<file path="src/rtl/mem_bus_arbiter.sv">
// Two-master (I-cache / D-cache) arbiter onto a single memory port.
// Round-robin on ties, one outstanding read, response timeout with error reply.
module mem_bus_arbiter #(
  parameter int ADDR_W  = 32,
  parameter int TIMEOUT = 255
) (
  input  logic              clk,
  input  logic              rst_n,
  input  logic              i_req_valid,
  output logic              i_req_ready,
  input  logic              i_req_wen,
  input  logic [ADDR_W-1:0] i_req_addr,
  input  logic [31:0]       i_req_wdata,
  output logic              i_resp_valid,
  output logic [31:0]       i_resp_rdata,
  output logic              i_resp_error,
  input  logic              d_req_valid,
  output logic              d_req_ready,
  input  logic              d_req_wen,
  input  logic [ADDR_W-1:0] d_req_addr,
  input  logic [31:0]       d_req_wdata,
  output logic              d_resp_valid,
  output logic [31:0]       d_resp_rdata,
  output logic              d_resp_error,
  output logic              mem_req_valid,
  input  logic              mem_req_ready,
  output logic [ADDR_W-1:0] mem_req_addr,
  output logic              mem_req_wen,
  output logic [31:0]       mem_req_wdata,
  input  logic              mem_resp_valid,
  input  logic [31:0]       mem_resp_rdata,
  input  logic              mem_resp_error
);

  localparam int              CNT_W    = $clog2(TIMEOUT + 1);
  localparam logic [CNT_W-1:0] CNT_LAST = CNT_W'(TIMEOUT - 1);

  typedef enum logic [1:0] {IDLE, WAIT_RESP, ERR_RESP} state_t;

  state_t           state_q, state_d;
  logic             last_grant_q, last_grant_d;  // 1 = D was granted last
  logic             owner_q, owner_d;            // 1 = D owns the outstanding read
  logic [CNT_W-1:0] cnt_q, cnt_d;

  logic grant_d, any_valid, in_idle, in_wait, in_err, xfer, resp_any;

  always_comb begin
    any_valid = i_req_valid | d_req_valid;
    grant_d   = d_req_valid & (~i_req_valid | ~last_grant_q);
    // rst_n gates the handshake so nothing can be offered while reset is held
    in_idle   = rst_n & (state_q == IDLE);
    in_wait   = (state_q == WAIT_RESP);
    in_err    = (state_q == ERR_RESP);

    mem_req_valid = in_idle & any_valid;
    mem_req_addr  = grant_d ? d_req_addr  : i_req_addr;
    mem_req_wen   = grant_d ? d_req_wen   : i_req_wen;
    mem_req_wdata = grant_d ? d_req_wdata : i_req_wdata;

    i_req_ready = in_idle & any_valid & ~grant_d & mem_req_ready;
    d_req_ready = in_idle & grant_d & mem_req_ready;
    xfer        = mem_req_valid & mem_req_ready;

    resp_any     = (in_wait & mem_resp_valid) | in_err;
    i_resp_valid = resp_any & ~owner_q;
    d_resp_valid = resp_any & owner_q;
    i_resp_rdata = (in_wait & ~owner_q) ? mem_resp_rdata : 32'h0;
    d_resp_rdata = (in_wait &  owner_q) ? mem_resp_rdata : 32'h0;
    i_resp_error = ~owner_q & ((in_wait & mem_resp_valid & mem_resp_error) | in_err);
    d_resp_error =  owner_q & ((in_wait & mem_resp_valid & mem_resp_error) | in_err);
  end

  always_comb begin
    state_d      = state_q;
    last_grant_d = last_grant_q;
    owner_d      = owner_q;
    cnt_d        = cnt_q;
    case (state_q)
      IDLE: begin
        if (xfer) begin
          last_grant_d = grant_d;
          if (!mem_req_wen) begin
            owner_d = grant_d;
            cnt_d   = '0;
            state_d = WAIT_RESP;
          end
        end
      end
      WAIT_RESP: begin
        // a response arriving on the timeout cycle still wins
        if (mem_resp_valid)        state_d = IDLE;
        else if (cnt_q == CNT_LAST) state_d = ERR_RESP;
        else                        cnt_d   = cnt_q + 1'b1;
      end
      ERR_RESP: state_d = IDLE;
      default:  state_d = IDLE;
    endcase
  end

  always_ff @(posedge clk or negedge rst_n) begin
    if (!rst_n) begin
      state_q      <= IDLE;
      last_grant_q <= 1'b1;
      owner_q      <= 1'b0;
      cnt_q        <= '0;
    end else begin
      state_q      <= state_d;
      last_grant_q <= last_grant_d;
      owner_q      <= owner_d;
      cnt_q        <= cnt_d;
    end
  end

endmodule

</file>
<file path="config.mk">
export PLATFORM = sky130hd
export DESIGN_NAME = mem_bus_arbiter
export DESIGN_NICKNAME = d
export VERILOG_FILES = /design/src/rtl/mem_bus_arbiter.sv
export SDC_FILE = /design/constraint.sdc
export NUM_CORES = 1
export LEC_CHECK = 0
export CAP_MARGIN = 25
export CORE_AREA = 2 2 117 119
export CTS_CLUSTER_SIZE = 8
export DETAILED_ROUTE_END_ITERATION = 10
export DIE_AREA = 0 0 119 121
export PLACE_DENSITY_LB_ADDON = 0.25
export SLEW_MARGIN = 40
export SYNTH_ARGS = -nofsm -noshare
export SYNTH_HDL_FRONTEND = slang
export SYNTH_SLANG_ARGS = --single-unit
</file>
<file path="constraint.sdc">
create_clock -name clk -period 2.46 [get_ports clk]
set_input_delay 0.738 -clock clk [delete_from_list [all_inputs] [get_ports clk]]
set_output_delay 0.738 -clock clk [all_outputs]
set_load 0.05 [all_outputs]
</file>
# Word-level counts from Yosys, hierarchy flattened
# Cells that the tools add are included.
[totals]
reg_bits = 12
inputBits = 169
out_inout_bits = 136
elab_cells = 59
[op_classes]
add_sub_neg = 1
n_eq_ne = 8
mux = 15
bitwise = 25
reduce_logical = 6
[ops]
columns = ["cell", "count"]
rows = [
  ["2-to-1 mux 32 bit", 4],
  ["2-to-1 mux 8 bit", 4],
  ["AND 1 bit", 16],
  ["case mux 8 bit (2 select lines)", 1],
  ["adder 8 x 1 -> 8 bit (second input constant)", 1],
  ["equality test 8 bit (second input constant)", 1],
  ["2-to-1 mux 2 bit", 4],
  ["inequality test 2 bit (second input constant)", 4],
  ["AND reduction 3 bit", 2],
  ["NOT 1 bit", 5],
  ["AND reduction 5 bit", 1],
  ["bitwise OR 1 bit", 4],
  ["case mux 2 bit (2 select lines)", 1],
  ["inequality test 3 x 2 -> 1 bit (second input constant)", 1],
  ["equality test 2 x 1 -> 1 bit (second input constant)", 1],
  ["equality test 2 bit (second input constant)", 1],
  ["zero test 2 bit", 1],
  ["AND reduction 2 bit", 1],
  ["nonzero test 2 bit", 1],
  ["2-to-1 mux 1 bit", 1],
]

# Longest topological paths before layout
[depth]
depth_word = 7
mapped_depth = 6
ltp_nobuf = 6

# Least setup slack after synthesis
# OpenSTA, ideal clock, no wires.
[synth_timing]
kind = "input to output"
from = "input port d_req_valid"
to = "output port i_req_ready"
t_arrival_ns = 2.277
t_required_ns = 1.722
setup_slack_ns = -0.555
path_stages = 4
n_path_buf = 2
cell_sequence = "a21boi_2 > buf_6 > buf_6 > nor3_1"
[synth_via]
elab_chain_cells = 4
elab_cells_between_ends = 6
cone_classes = "bitwise (6)"
[synth_rtl]
columns = ["item", "line", "source"]
rows = [
  ["from (decl)", "17", "input logic d_req_valid,"],
  ["bitwise OR 1 bit / AND 1 bit (equally long branches)", "48, 49", ""],
  ["AND 1 bit / NOT 1 bit (equally long branches)", "60", "i_req_ready = in_idle & any_valid & ~grant_d & mem_req_ready;"],
  ["AND 1 bit * (2 in a row)", "60", ""],
  ["to (decl)", "10", "output logic i_req_ready,"],
]
# Mark *: on every way between the ends. The rest lies on a longest branch, timed or not.

# Worst setup path after layout
[layout_timing]
from = "input port d_req_valid"
to = "output port mem_req_addr[18]"
[layout_via]
elab_chain_cells = 2
[layout_rtl]
columns = ["item", "line", "source"]
rows = [
  ["AND 1 bit", "49", "grant_d = d_req_valid & (~i_req_valid | ~last_grant_q);"],
  ["2-to-1 mux 32 bit", "56", "mem_req_addr = grant_d ? d_req_addr : i_req_addr;"],
  ["to (decl)", "27", "output logic [ADDR_W-1:0] mem_req_addr,"],
]
# No other way between the ends.

==> out/results.tsv <==
stage	metric	value	unit
placed_design	hpwlAfterDp	10600	µm
yosys	yosysSeqAreaShare	15.5	%
critical_path	worstPathCellList	buf_6 > a21boi_4 > buf_12 > buf_12 > buf_12 > mux2_4 > buf_12	
floorplanning	start_util	14.9	%
run_status	violations	negative setup slack	
placed_design	portBuffers	304	
global_route	antenna_found_initial	0	
power_and_ir_drop	power	2.93	mW
timing	fmax	381	MHz
cells_and_area	regArea	302	µm²
run_status	outcome	complete, but fails checks	
critical_path	worst_setup_path_start_kind	primary input	
yosys	synthTopCellsByArea	mux2_2, dfrtp_1, and2_1	
hold_path	whs_path_depth	1	
yosys	syn-cell-area	1950	µm²
yosys	syn_inst	228	
global_route	grtUsageTotal	17.0	%
timing	maxSlewViolCount	0	
global_route	grt_pass1_vias	3223	
cells_and_area	multiInputGateArea	1810	µm²
routing	drt_wl_total	13300	µm
critical_path	crit_fanout	8	
power_and_ir_drop	power_density	424	nW/µm²
yosys	async_flop_share	100	%
critical_path	critPathArrivalTime	1.89	ns
floorplanning	rows	42	
hold_path	hp-class	reg -> reg	
routing	drt-initial-drc-count	108	
yosys	synth_simple_gate_area_share	29.8	%
cells_and_area	syn_to_final_growth	255	%
routing	route.detailed.drc	0	
yosys	synth_compound_area_share	8.98	%
timing	setup_viol	65	
routing	wire_per_inst	18.3	µm
yosys	synth_nets	399	
placed_design	gp_congestion	0.828	
clock_tree	clkTransAtPathRegs	0.04	ns
clock_tree	cts_root_buf	clkbuf_16	
critical_path	critPathSlowestCell	mux2_4	
floorplanning	core_area	13100	µm²
routing	viasPerCell	4.25	
critical_path	critical_path.endpoint_type	output pin	
timing	relSlewSlack	78.2	%
floorplanning	die_area	14400	µm²
timing	fin_crit_sh	107	%
routing	antenna_left	0	
routing	route.vias.total	3082	
clock_tree	cts_tree	yes	
yosys	synth_enable_flop_cells	0	
yosys	synth_top_family_by_area	multiplexers	
clock_tree	clkLatencyLatePin	0.24	ns
timing	min_period	2.62	ns
timing	fin_worst_skew	0.00443	ns
critical_path	worstPathRequired	1.72	ns
timing	tightest_slew	0.327	ns
critical_path	slowest_delay	0.32	ns
clock_tree	cts_buffers	3	
global_route	overflow	0	
critical_path	crit_top_cell	buf_12	
yosys	synth_top_cell_area_share	36.9	%
yosys	synthAdderAreaFrac	1.28	%
yosys	ys_warn_count	0	
yosys	synth_xor_area_share	0.449	%
cells_and_area	final_core_util	52.9	%
clock_tree	cts.sinks	12	
power_and_ir_drop	peakVddDrop	226	µV
timing	fin_tns_setup	-8.12	ns
cells_and_area	stdcell_count	726	
clock_tree	htreeDepth	1	
power_and_ir_drop	p_leak	3.09	nW
global_route	grt_max_degree	38	
cells_and_area	nNetsFinal	721	
yosys	synth_area_leader_cell	mux2_2	
timing	worst_slack	-0.163	ns
timing	hold-worst-slack	0.487	ns
floorplanning	boundaryPins	305	
yosys	synth_ff_type	dfrtp_1	
yosys	synthDistinctLibCells	33	
yosys	synthMuxAreaShare	37.5	%
run	maxCapViolations	0	
critical_path	rr_worst_depth	6	
timing	rsz0062_at_grt	yes	
placed_design	dp_cells	704	
global_route	grt_first_pass_wirelength	19000	µm
clock_tree	clk_path_buf_depth	2	
timing	finalHoldViolCount	0	
floorplanning	die_h	121	µm
routing	firstDrtPassIters	4	
cells_and_area	n_fill_cell	1111	
yosys	syn_area_per_cell	8.56	µm²
clock_tree	cts_hold_buffers	0	
yosys	ys_seq_elements	12	
floorplanning	die_x	119	µm
cells_and_area	layout-drive-gt1-share	45.5	%
critical_path	crit_type	in -> out	
==> worst max-delay path: cells and delay by family <==
family | cells | cell delay, ns
mux | 1 | 0.32
compound gates | 1 | 0.23
buf+inv | 5 | 0.59
==> per-stage QoR <==
stage          area, µm²  setup slack, ns
2_1_floorplan       2030           -0.137
4_1_cts             6700           -0.217
3_3_place_gp        5920           -0.605
5_1_grt             6910           -0.211
6_report            6920           -0.163
3_5_place_dp        5920           -0.633
==> logic make-up after synthesis <==
logic type	after synthesis
muxes	65
DFF	12
and+or+nand+nor	99
AOI/OAI and AO/OA	24
buffers and inverters	25
adders and majority gates	2
xor gates and xnor gates	1
==> metal layers <==
metal | routed length [µm] | up-vias | global-route usage (%) | part of all wire [%]
met2 | 6910 | 185 | 31.6 | 52
met4 | 292 | 0 | 4.54 | 2.2
met3 | 1140 | 17 | 3.95 | 8.6
met5 | 0 | - | 0 | 0
met1 | 4930 | 1425 | 19.4 | 37
li1 | - | 1455 | - | -
==> layout make-up <==
class,count,share of cell area [%]
Inverter,7,0.380
Timing Repair Buffer,335,64.8
Multi-Input combinational cell,191,26.1
Sequential cell,12,4.36
Tap cell,176,3.18
Antenna cell,1,0.0362
Clock buffer,4,1.14
==> power breakdown <==
part / switching [mW] / internal (mW) / leakage (nW)
sequential: 0.0509 / 0.242 / 0.159
combinational: 1.16 / 1.18 / 2.90
clock: 0.0847 / 0.218 / 0.0382
==> timing repair <==
item	CTS	global route
pin swaps	3	0
setup buffers	11	3
cloned	4	3
setup endpoints to repair	71	66
resized for setup	142	49
==> synth_stat cells, drive strengths merged (2+ instances only) <==
library cell	count
a21oi	2
a31oi	6
and2	32
and3	32
buf	8
clkbuf	10
dfrtp	11
ha	2
inv	7
mux2	64
nand2	7
nand2b	2
nand3	5
nor2	9
nor2b	4
nor3	3
o21ai	10
o22ai	2
==> path summary, 6_finish.rpt <==
| check | slack [ns] | to | start |
|---|---|---|---|
| max | -0.16 | mem_req_addr[18] | d_req_valid |
| min | 0.49 | cnt_q[7] | cnt_q[7] |
| max reg2reg | 0.86 | cnt_q[2] | last_grant_q |
| min reg2reg | 0.49 | cnt_q[7] | cnt_q[7] |
| max in group asynchronous | 1.64 | last_grant_q | rst_n |
| min in group asynchronous | 0.58 | cnt_q[2] | rst_n |
==> registers in the layout, indices dropped and copies added, names as in the netlist <==
name / cells
cnt_q: 8
last_grant_q: 1
state_q: 2
owner_q: 1
==> placed cells by master, fill, tap and decap left out, drive strengths merged <==
cell	netlist	routed
dfrtp	11	11
o31ai	1	1
or3b	1	1
o22ai	2	2
nor3	3	3
nor2b	4	4
nor3b	1	1
mux2i	1	1
o21ai	10	10
nand2b	2	2
and3	32	32
clkbuf	10	6
ha	2	2
a32oi	1	1
a21boi	1	1
nand4	1	1
a31oi	6	6
buf	8	167
mux2	64	64
a21oi	2	2
nand2	7	7
nor2	9	9
nand3	5	5
and2	32	32
clkdlybuf4s50	0	163
inv	7	7
and2b	1	1
dlygate4sd2	0	3
or3	1	1
dfstp	1	1
diode	0	1
a21o	1	1
xnor2	1	1
(Power assumes the default switching activity.)
